==> config.mk <==
export PLATFORM = sky130hd
export DESIGN_NAME = adc_sample_averager
export DESIGN_NICKNAME = d
export VERILOG_FILES = /design/src/rtl/adc_pkg.sv /design/src/rtl/sync_rise_detect.sv /design/src/rtl/adc_sample_averager.sv
export SDC_FILE = /design/constraint.sdc
export NUM_CORES = 1
export LEC_CHECK = 0
export CORE_MARGIN = 3
export CORE_UTILIZATION = 30
export DETAILED_ROUTE_END_ITERATION = 10
export RECOVER_POWER = 50
export SKIP_CTS_REPAIR_TIMING = 1
export SYNTH_ARGS = -nofsm -noshare
export SYNTH_HDL_FRONTEND = slang
export SYNTH_HIERARCHICAL = 1
export SYNTH_SLANG_ARGS = --single-unit
==> constraint.sdc <==
create_clock -name clk_i -period 1.93 [get_ports clk_i]
set_input_delay 0.386 -clock clk_i [delete_from_list [all_inputs] [get_ports clk_i]]
set_output_delay 0.386 -clock clk_i [all_outputs]
set_load 0.02 [all_outputs]
==> src/rtl/adc_pkg.sv <==
// Shared types for the ADC sample averager.
package adc_pkg;

  typedef enum logic {
    IDLE,
    ACCUM
  } avg_state_e;

endpackage : adc_pkg

==> src/rtl/sync_rise_detect.sv <==
// Synchronises an asynchronous level and emits a one-cycle pulse on its rising edge.
module sync_rise_detect #(
  parameter int STAGES = 2
) (
  input  logic clk_i,
  input  logic rst_i,
  input  logic async_i,
  output logic rise_o
);

  logic [STAGES-1:0] sync_q;
  logic              last_q;
  logic              rise_q;

  // Everything resets to the "already high" level, so an input held high through
  // reset never looks like an edge; only a fresh low->high transition fires.
  always_ff @(posedge clk_i or posedge rst_i) begin
    if (rst_i) begin
      sync_q <= '1;
      last_q <= 1'b1;
      rise_q <= 1'b0;
    end else begin
      sync_q <= {sync_q[STAGES-2:0], async_i};
      last_q <= sync_q[STAGES-1];
      rise_q <= sync_q[STAGES-1] & ~last_q;
    end
  end

  assign rise_o = rise_q;

endmodule : sync_rise_detect

==> src/rtl/adc_sample_averager.sv <==
// Averages 2**AVG_LOG2 synchronised SAR samples and offers each result on a valid/ready port.
module adc_sample_averager
  import adc_pkg::*;
#(
  parameter int RESOLUTION  = 12,
  parameter int AVG_LOG2    = 4,
  parameter int SYNC_STAGES = 2
) (
  input  logic                  clk_i,
  input  logic                  rst_i,
  input  logic                  en_i,
  input  logic                  clear_i,
  input  logic [RESOLUTION-1:0] sample_i,
  input  logic                  sample_rdy_i,
  output logic [RESOLUTION-1:0] avg_o,
  output logic                  avg_valid_o,
  input  logic                  avg_ready_i,
  output logic                  overrun_o
);

  localparam int ACC_W = RESOLUTION + AVG_LOG2;
  localparam int CNT_W = (AVG_LOG2 > 0) ? AVG_LOG2 : 1;
  localparam logic [CNT_W-1:0] CNT_MAX = CNT_W'((1 << AVG_LOG2) - 1);

  avg_state_e             state_q, state_d;
  logic [ACC_W-1:0]       acc_q, acc_d, acc_sum, acc_shifted;
  logic [CNT_W-1:0]       cnt_q, cnt_d;
  logic [RESOLUTION-1:0]  result;
  logic                   cap;
  logic                   win_done;
  logic                   handshake;

  sync_rise_detect #(.STAGES(SYNC_STAGES)) u_rdy_sync (
    .clk_i   (clk_i),
    .rst_i   (rst_i),
    .async_i (sample_rdy_i),
    .rise_o  (cap)
  );

  // sample_i is still held by the SAR on the cap cycle, so it is summed directly.
  assign acc_sum     = acc_q + ACC_W'(sample_i);
  assign acc_shifted = acc_sum >> AVG_LOG2;
  assign result      = acc_shifted[RESOLUTION-1:0];
  assign handshake   = avg_valid_o && avg_ready_i;

  // NOTE: every always_comb output gets a default first so no path leaves it unassigned (no latch).
  always_comb begin
    state_d  = state_q;
    acc_d    = acc_q;
    cnt_d    = cnt_q;
    win_done = 1'b0;
    case (state_q)
      IDLE: begin
        acc_d = '0;
        cnt_d = '0;
        if (en_i) state_d = ACCUM;
      end
      ACCUM: begin
        if (!en_i) begin
          state_d = IDLE;
          acc_d   = '0;
          cnt_d   = '0;
        end else if (cap && !clear_i) begin
          if (cnt_q == CNT_MAX) begin
            win_done = 1'b1;
            acc_d    = '0;
            cnt_d    = '0;
          end else begin
            acc_d = acc_sum;
            cnt_d = cnt_q + 1'b1;
          end
        end
      end
      default: state_d = IDLE;
    endcase
    if (clear_i) begin
      acc_d = '0;
      cnt_d = '0;
    end
  end

  // NOTE: sequential state uses non-blocking assignments so every flop samples pre-edge values.
  always_ff @(posedge clk_i or posedge rst_i) begin
    if (rst_i) begin
      state_q <= IDLE;
      acc_q   <= '0;
      cnt_q   <= '0;
    end else begin
      state_q <= state_d;
      acc_q   <= acc_d;
      cnt_q   <= cnt_d;
    end
  end

  // A finished window only lands if the slot is empty or being drained this cycle.
  always_ff @(posedge clk_i or posedge rst_i) begin
    if (rst_i) begin
      avg_o       <= '0;
      avg_valid_o <= 1'b0;
      overrun_o   <= 1'b0;
    end else begin
      if (win_done && (!avg_valid_o || handshake)) begin
        avg_o       <= result;
        avg_valid_o <= 1'b1;
      end else if (handshake) begin
        avg_valid_o <= 1'b0;
      end
      if (clear_i) begin
        overrun_o <= 1'b0;
      end else if (win_done && avg_valid_o && !handshake) begin
        overrun_o <= 1'b1;
      end
    end
  end

endmodule : adc_sample_averager

Word-level counts from Yosys, hierarchy flattened --
Index checks and enable logic that the tools add are counted.
Storage, ports and cells: output and inout bits 14, word-level logic and storage cells 46, input bits 18, flip-flop bits (word level) 39
Operators by class: bitwise operators 3, $add $sub $neg 2, muxes and demuxes 19, reduce and logical (&&, ||, !) cells 11, eq/ne operators 2
Operators by type and width (number):
- two-way mux 16 bit | 4
- one-hot mux 16 bit (2 select lines) | 1
- adder 16 x 12 -> 16 bit | 1
- two-way mux 4 bit | 4
- two-way mux 1 bit | 9
- one-hot mux 4 bit (2 select lines) | 1
- logical AND 1 bit | 5
- adder 4 x 1 -> 4 bit, second input constant | 1
- equality test 4 bit, second input constant | 1
- inequality test 4 x 3 -> 1 bit, second input constant | 1
- nonzero test 2 bit | 2
- logical NOT 1 bit | 3
- NOT 1 bit | 2
- bitwise AND 1 bit | 1
- logical OR 1 bit | 1

Logic depth before layout (Yosys ltp) --
word-level depth 9, mapped depth 9, depth with buffers taken out 9

Hierarchy --
The synthesis kept the hierarchy.
Modules (own cells, without submodules):
- adc_sample_averager | instances 1, sequential area each 875.8 sq um, cells each 203, area each 2092.0 sq um
- sync_rise_detect | instances 1, sequential area each 103.8 sq um, cells each 6, area each 121.4 sq um

Worst setup path after synthesis --
Ideal clock, no wire load.
kind in2reg, start point input port sample_i[0], end point register acc_q[14], path buffers 0, stages on the path 9, required time 1854 ps, setup time 76 ps, arrival 2120 ps, slack -266 ps, cells stage by stage ha_1 inv_1 fa_1 and2b_1 o2111ai_1 a21oi_2 o2111ai_2 or3_1 o21ai_1
On the way: cells in the longest elaborated chain, start to end 6
RTL lines:
- start, declared | RTL line adc_sample_averager.sv:13 | input logic [RESOLUTION-1:0] sample_i,
- adder 16 x 12 -> 16 bit | RTL line adc_sample_averager.sv:41 | assign acc_sum = acc_q + ACC_W'(sample_i);
- two-way mux 16 bit | RTL line adc_sample_averager.sv:64 | if (cnt_q == CNT_MAX) begin
- two-way mux 16 bit | RTL line adc_sample_averager.sv:63 | end else if (cap && !clear_i) begin
- two-way mux 16 bit | RTL line adc_sample_averager.sv:59 | if (!en_i) begin
- one-hot mux 16 bit (2 select lines) | RTL line adc_sample_averager.sv:52 | case (state_q)
- two-way mux 16 bit | RTL line adc_sample_averager.sv:76 | if (clear_i) begin
- end signal, assigned | RTL line adc_sample_averager.sv:86 | acc_q <= '0;
- end signal, assigned | RTL line adc_sample_averager.sv:90 | acc_q <= acc_d;
- end, declared | RTL line adc_sample_averager.sv:26 | logic [ACC_W-1:0] acc_q, acc_d, acc_sum, acc_shifted;
No other way between the ends. The select of a mux whose other input is x is not followed. A chain may end at the register's enable or synchronous reset.

Worst setup path in the final report --
start point register acc_q[0], end point register acc_q[12]
On the way: cells in the longest elaborated chain, start to end 6
RTL lines (RTL line):
- adder 16 x 12 -> 16 bit | adc_sample_averager.sv:41
- two-way mux 16 bit | adc_sample_averager.sv:64
- two-way mux 16 bit | adc_sample_averager.sv:63
- two-way mux 16 bit | adc_sample_averager.sv:59
- one-hot mux 16 bit (2 select lines) | adc_sample_averager.sv:52
- two-way mux 16 bit | adc_sample_averager.sv:76
No other way between the ends. The select of a mux whose other input is x is not followed.

==> flow_summary.toml <==
[hold_path]
min-delay-path-class = "reg -> reg"
holdCritStartpoint = "u_rdy_sync/sync_q[0]"

[yosys]
yosysSeqAreaShare = 0.443
synth_simple_gate_area_frac = 0.124
ys_seq_elements = 39
ys_async_sr_fraction = 1.00
yosysWarningCount = 6
avgSynthCellArea_sq_um = 10.6
dominantRegCellSynth = "sky130_fd_sc_hd__dfrtp_1"
edff_count_synth = 0
synth_cells = 209
syn-cell-area_sq_um = 2210
yosys.area.top_type_share = 0.407
cell_type_with_the_largest_total_area_after_synthesis = "sky130_fd_sc_hd__dfrtp_1"
synth_fa_ha_area_frac = 0.0825
post_synth_xor_area_fraction = 0.0514
synth_compound_area_frac = 0.212
post_synth_mux_area_share = 0.0543
largest_family_of_logic_cells_by_synthesized_area = "compound AO/OA/AOI/OAI gates"
yosysUniqueCellTypes = 50
synth.top_cells.by_area = "sky130_fd_sc_hd__dfrtp_1, sky130_fd_sc_hd__ha_1, sky130_fd_sc_hd__mux2_2, sky130_fd_sc_hd__dfstp_2, sky130_fd_sc_hd__a22o_1"
syn_nets = 241

[sta]
relSlewSlack = 0.388
finalSetupViolCount = 13
slew_viols_final = 0
rsz0062_at_grt = "yes"
finalWorstPathRequiredPeriod_ns = 2.30
skew_ns = 0.00589
finalCritPeriodShare = 1.19
timing_hold_violations_final = 0
final_critical_path_setup_slack_ns = -0.369
tightest_slew_ns = 0.919
maxClockFrequency_ghz = 0.435

[global_routing]
met1_usage = 0.170
globalRoute.totalOverflow = 0
grt.total_usage = 0.124
grt_pass1_vias = 1798
number_of_antenna_violations_at_the_first_check_in_global_routing = 1
grt_max_degree = 36
met2_global_route_usage = 0.192
grt-busiest-layer = "met2"
grt_use_met3 = 0.0328
grt_pass1_wl_microns = 8460

[clock_network]
cts_num_sinks = 39
cts-htree-levels = 2
maximum_clock_insertion_buffer_count = 2
cts_tree = "done"
numCtsBuffers = 5
cts.clk_slew.worst_paths_ns = 0.08
cts_root_buffer = "sky130_fd_sc_hd__clkbuf_8"
clock_latency_ns = 0.29

[outcome]
violations = "negative setup slack"
outcome = "finished, violations left"

[layout]
syn_to_final_growth_pct = 48.1
fin_nets = 308
drive_above_1_share = 0.347
postLayoutCoreUtil = 0.470

[power_and_ir_drop]
max-vdd-ir-drop_mv = 0.351
pwr_cell_area_nw_per_um2 = 536
power.leakage_nw = 1.54

[detailed_routing]
drtPass1Iterations = 4
dr.first_iter.drc_count = 58
drt.antenna.violating_nets = 0
detailroute.via_count = 1776
route.final.wire_length_microns = 5070
route.detailed.drc = 0
wl_per_cell_microns = 13.6
vias_per_cell = 4.75

[setup_path]
worst_path_max_delay_cell = "sky130_fd_sc_hd__dfrtp_1"
setup.worst_path.end_class = "flop"
worstPathRequired_ns = 2.15
criticalPathCategory = "reg -> reg"
critical_path_peak_fanout = 3
timing.critical_path.max_delay_family = "simple AND/OR/NAND/NOR gates"
slowest_stage_delay_on_critical_path_ns = 0.39
worstSetupStartpointType = "flop"
timing.rr.start = "acc_q[0]"
critical_path.startpoint = "acc_q[0]"
cp_buf_inv_count = 2
worst-endpoint-arrival_ns = 2.52
worst-r2r-setup-slack_ns = -0.37
crit_path_cell_trace = "ha_4 > inv_2 > fa_2 > and2b_1 > o2111ai_2 > a21oi_2 > buf_4 > o21ai_4 > or3_1 > o21ai_1"

[floorplan]
floorplan.die.height_microns = 91.9
initial_core_util = 0.317
chipWidth_microns = 91.9
dieArea_sq_um = 8440
rows = 30
fp.coreArea_sq_um = 6980
boundaryPins = 32

[placement]
detailedPlacementHpwl_microns = 3430
place_worst_setup_slack_ns = -0.785
buffer_ports.inserted = 31
gpl.final_weighted_congestion = 0.798

[job]
maxCapViolCount = 0
[path summary, 6_finish.rpt]
check	to	depth (start not counted)
max in group asynchronous	acc_q[0]	3
max reg2reg	acc_q[12]	10
min reg2reg	u_rdy_sync/sync_q[1]	0
min	u_rdy_sync/sync_q[1]	0
max	acc_q[12]	10
min in group asynchronous	u_rdy_sync/rise_o	2
[report_power, final]
part	switching (mW)	internal, mW	total [mW]	leakage [nW]
Sequential	0.00729	0.828	0.835	0.530
Clock	0.296	0.419	0.714	0.0612
Combinational	0.0970	0.111	0.208	0.951
Total	0.400	1.36	1.76	1.54
[per-stage QoR]
stage / TNS [ns] / instances / area, sq um / hold slack [ns] / total power [mW]
final: -2.54 / 374 / 3280 / 0.362 / 1.76
after global routing: -4.23 / 374 / 3280 / 0.369 / 1.83
after CTS: -5.94 / 366 / 2980 / 0.287 / 1.75
after detailed placement: -13.44 / 358 / 2860 / 0.350 / 1.03
after global placement: -13.27 / 358 / 2860 / 0.347 / 1.03
after floorplan: -0.274 / 209 / 2240 / 0.150 / 0.940
[synth_stat cells, types with 2 or more instances]
cell type                   count
sky130_fd_sc_hd__nand3_1        5
sky130_fd_sc_hd__a21o_1         6
sky130_fd_sc_hd__nor3b_1        3
sky130_fd_sc_hd__or3_1          4
sky130_fd_sc_hd__nand2_1       18
sky130_fd_sc_hd__clkbuf_1       3
sky130_fd_sc_hd__a22o_1         9
sky130_fd_sc_hd__o211a_1        2
sky130_fd_sc_hd__nor2_1        10
sky130_fd_sc_hd__nor3_1         3
sky130_fd_sc_hd__inv_1          9
sky130_fd_sc_hd__mux2_2         8
sky130_fd_sc_hd__mux2i_1        3
sky130_fd_sc_hd__xnor2_1        9
sky130_fd_sc_hd__dfstp_2        3
sky130_fd_sc_hd__a21oi_4        2
sky130_fd_sc_hd__o211ai_1       2
sky130_fd_sc_hd__o21a_1         2
sky130_fd_sc_hd__xor2_1         4
sky130_fd_sc_hd__a21oi_1       14
sky130_fd_sc_hd__o21ai_0        6
sky130_fd_sc_hd__ha_1          13
sky130_fd_sc_hd__a2111oi_1      2
sky130_fd_sc_hd__o21ai_1        7
sky130_fd_sc_hd__and3_1         2
sky130_fd_sc_hd__dfrtp_1       36
[flip-flops by register name, summed over array words and instances (netlist names)]
signal and cells:
overrun_o 1, u_rdy_sync/last_q 1, u_rdy_sync/sync_q 2, cnt_q 4
avg_o 12, u_rdy_sync/rise_o 1, state_q 1, avg_valid_o 1
acc_q 16
[metal layers]
metal / wire, microns / vias up
met5: 0 / -
met4: 48 / 0
met3: 222 / 5
met2: 2320 / 26
met1: 2480 / 846
li1: - / 899
[final cells by class]
type / count / area [sq um]
Fill cell: 643 / 3700
Multi-Input combinational cell: 155 / 1400
Sequential cell: 39 / 980
Timing Repair Buffer: 66 / 623
Tap cell: 96 / 120
Clock buffer: 6 / 82.6
Clock inverter: 2 / 35.0
Inverter: 9 / 33.8
Antenna cell: 1 / 2.50
[cells by family after synthesis]
logic type | count (synthesis)
adder cells (fa/ha/maj) | 14
AND/OR/NAND/NOR | 54
flip-flops | 39
buffers and inverters | 15
AO/OA/AOI/OAI | 63
XOR/XNOR | 13
multiplexers | 11
[cell usage in the layout (no fill, tap or decap), drive strengths merged, types with 2 or more instances in the layout]
master / synthesis / layout
dfrtp: 36 / 36
buf: 1 / 34
clkdlybuf4s50: 0 / 20
nand2: 18 / 18
a21oi: 17 / 17
o21ai: 14 / 14
ha: 13 / 13
nor2: 11 / 11
a22o: 9 / 9
inv: 9 / 9
xnor2: 9 / 9
dlymetal6s2s: 0 / 8
mux2: 8 / 8
clkbuf: 4 / 7
a21o: 6 / 6
nand3: 5 / 5
or3: 4 / 4
xor2: 4 / 4
nor3: 3 / 3
nor3b: 3 / 3
mux2i: 3 / 3
dlygate4sd3: 0 / 3
dfstp: 3 / 3
o211ai: 3 / 3
and3: 3 / 3
o211a: 2 / 2
o2111ai: 2 / 2
o21a: 2 / 2
a21boi: 2 / 2
a2111oi: 2 / 2
Power figures use the tool's default switching activity.
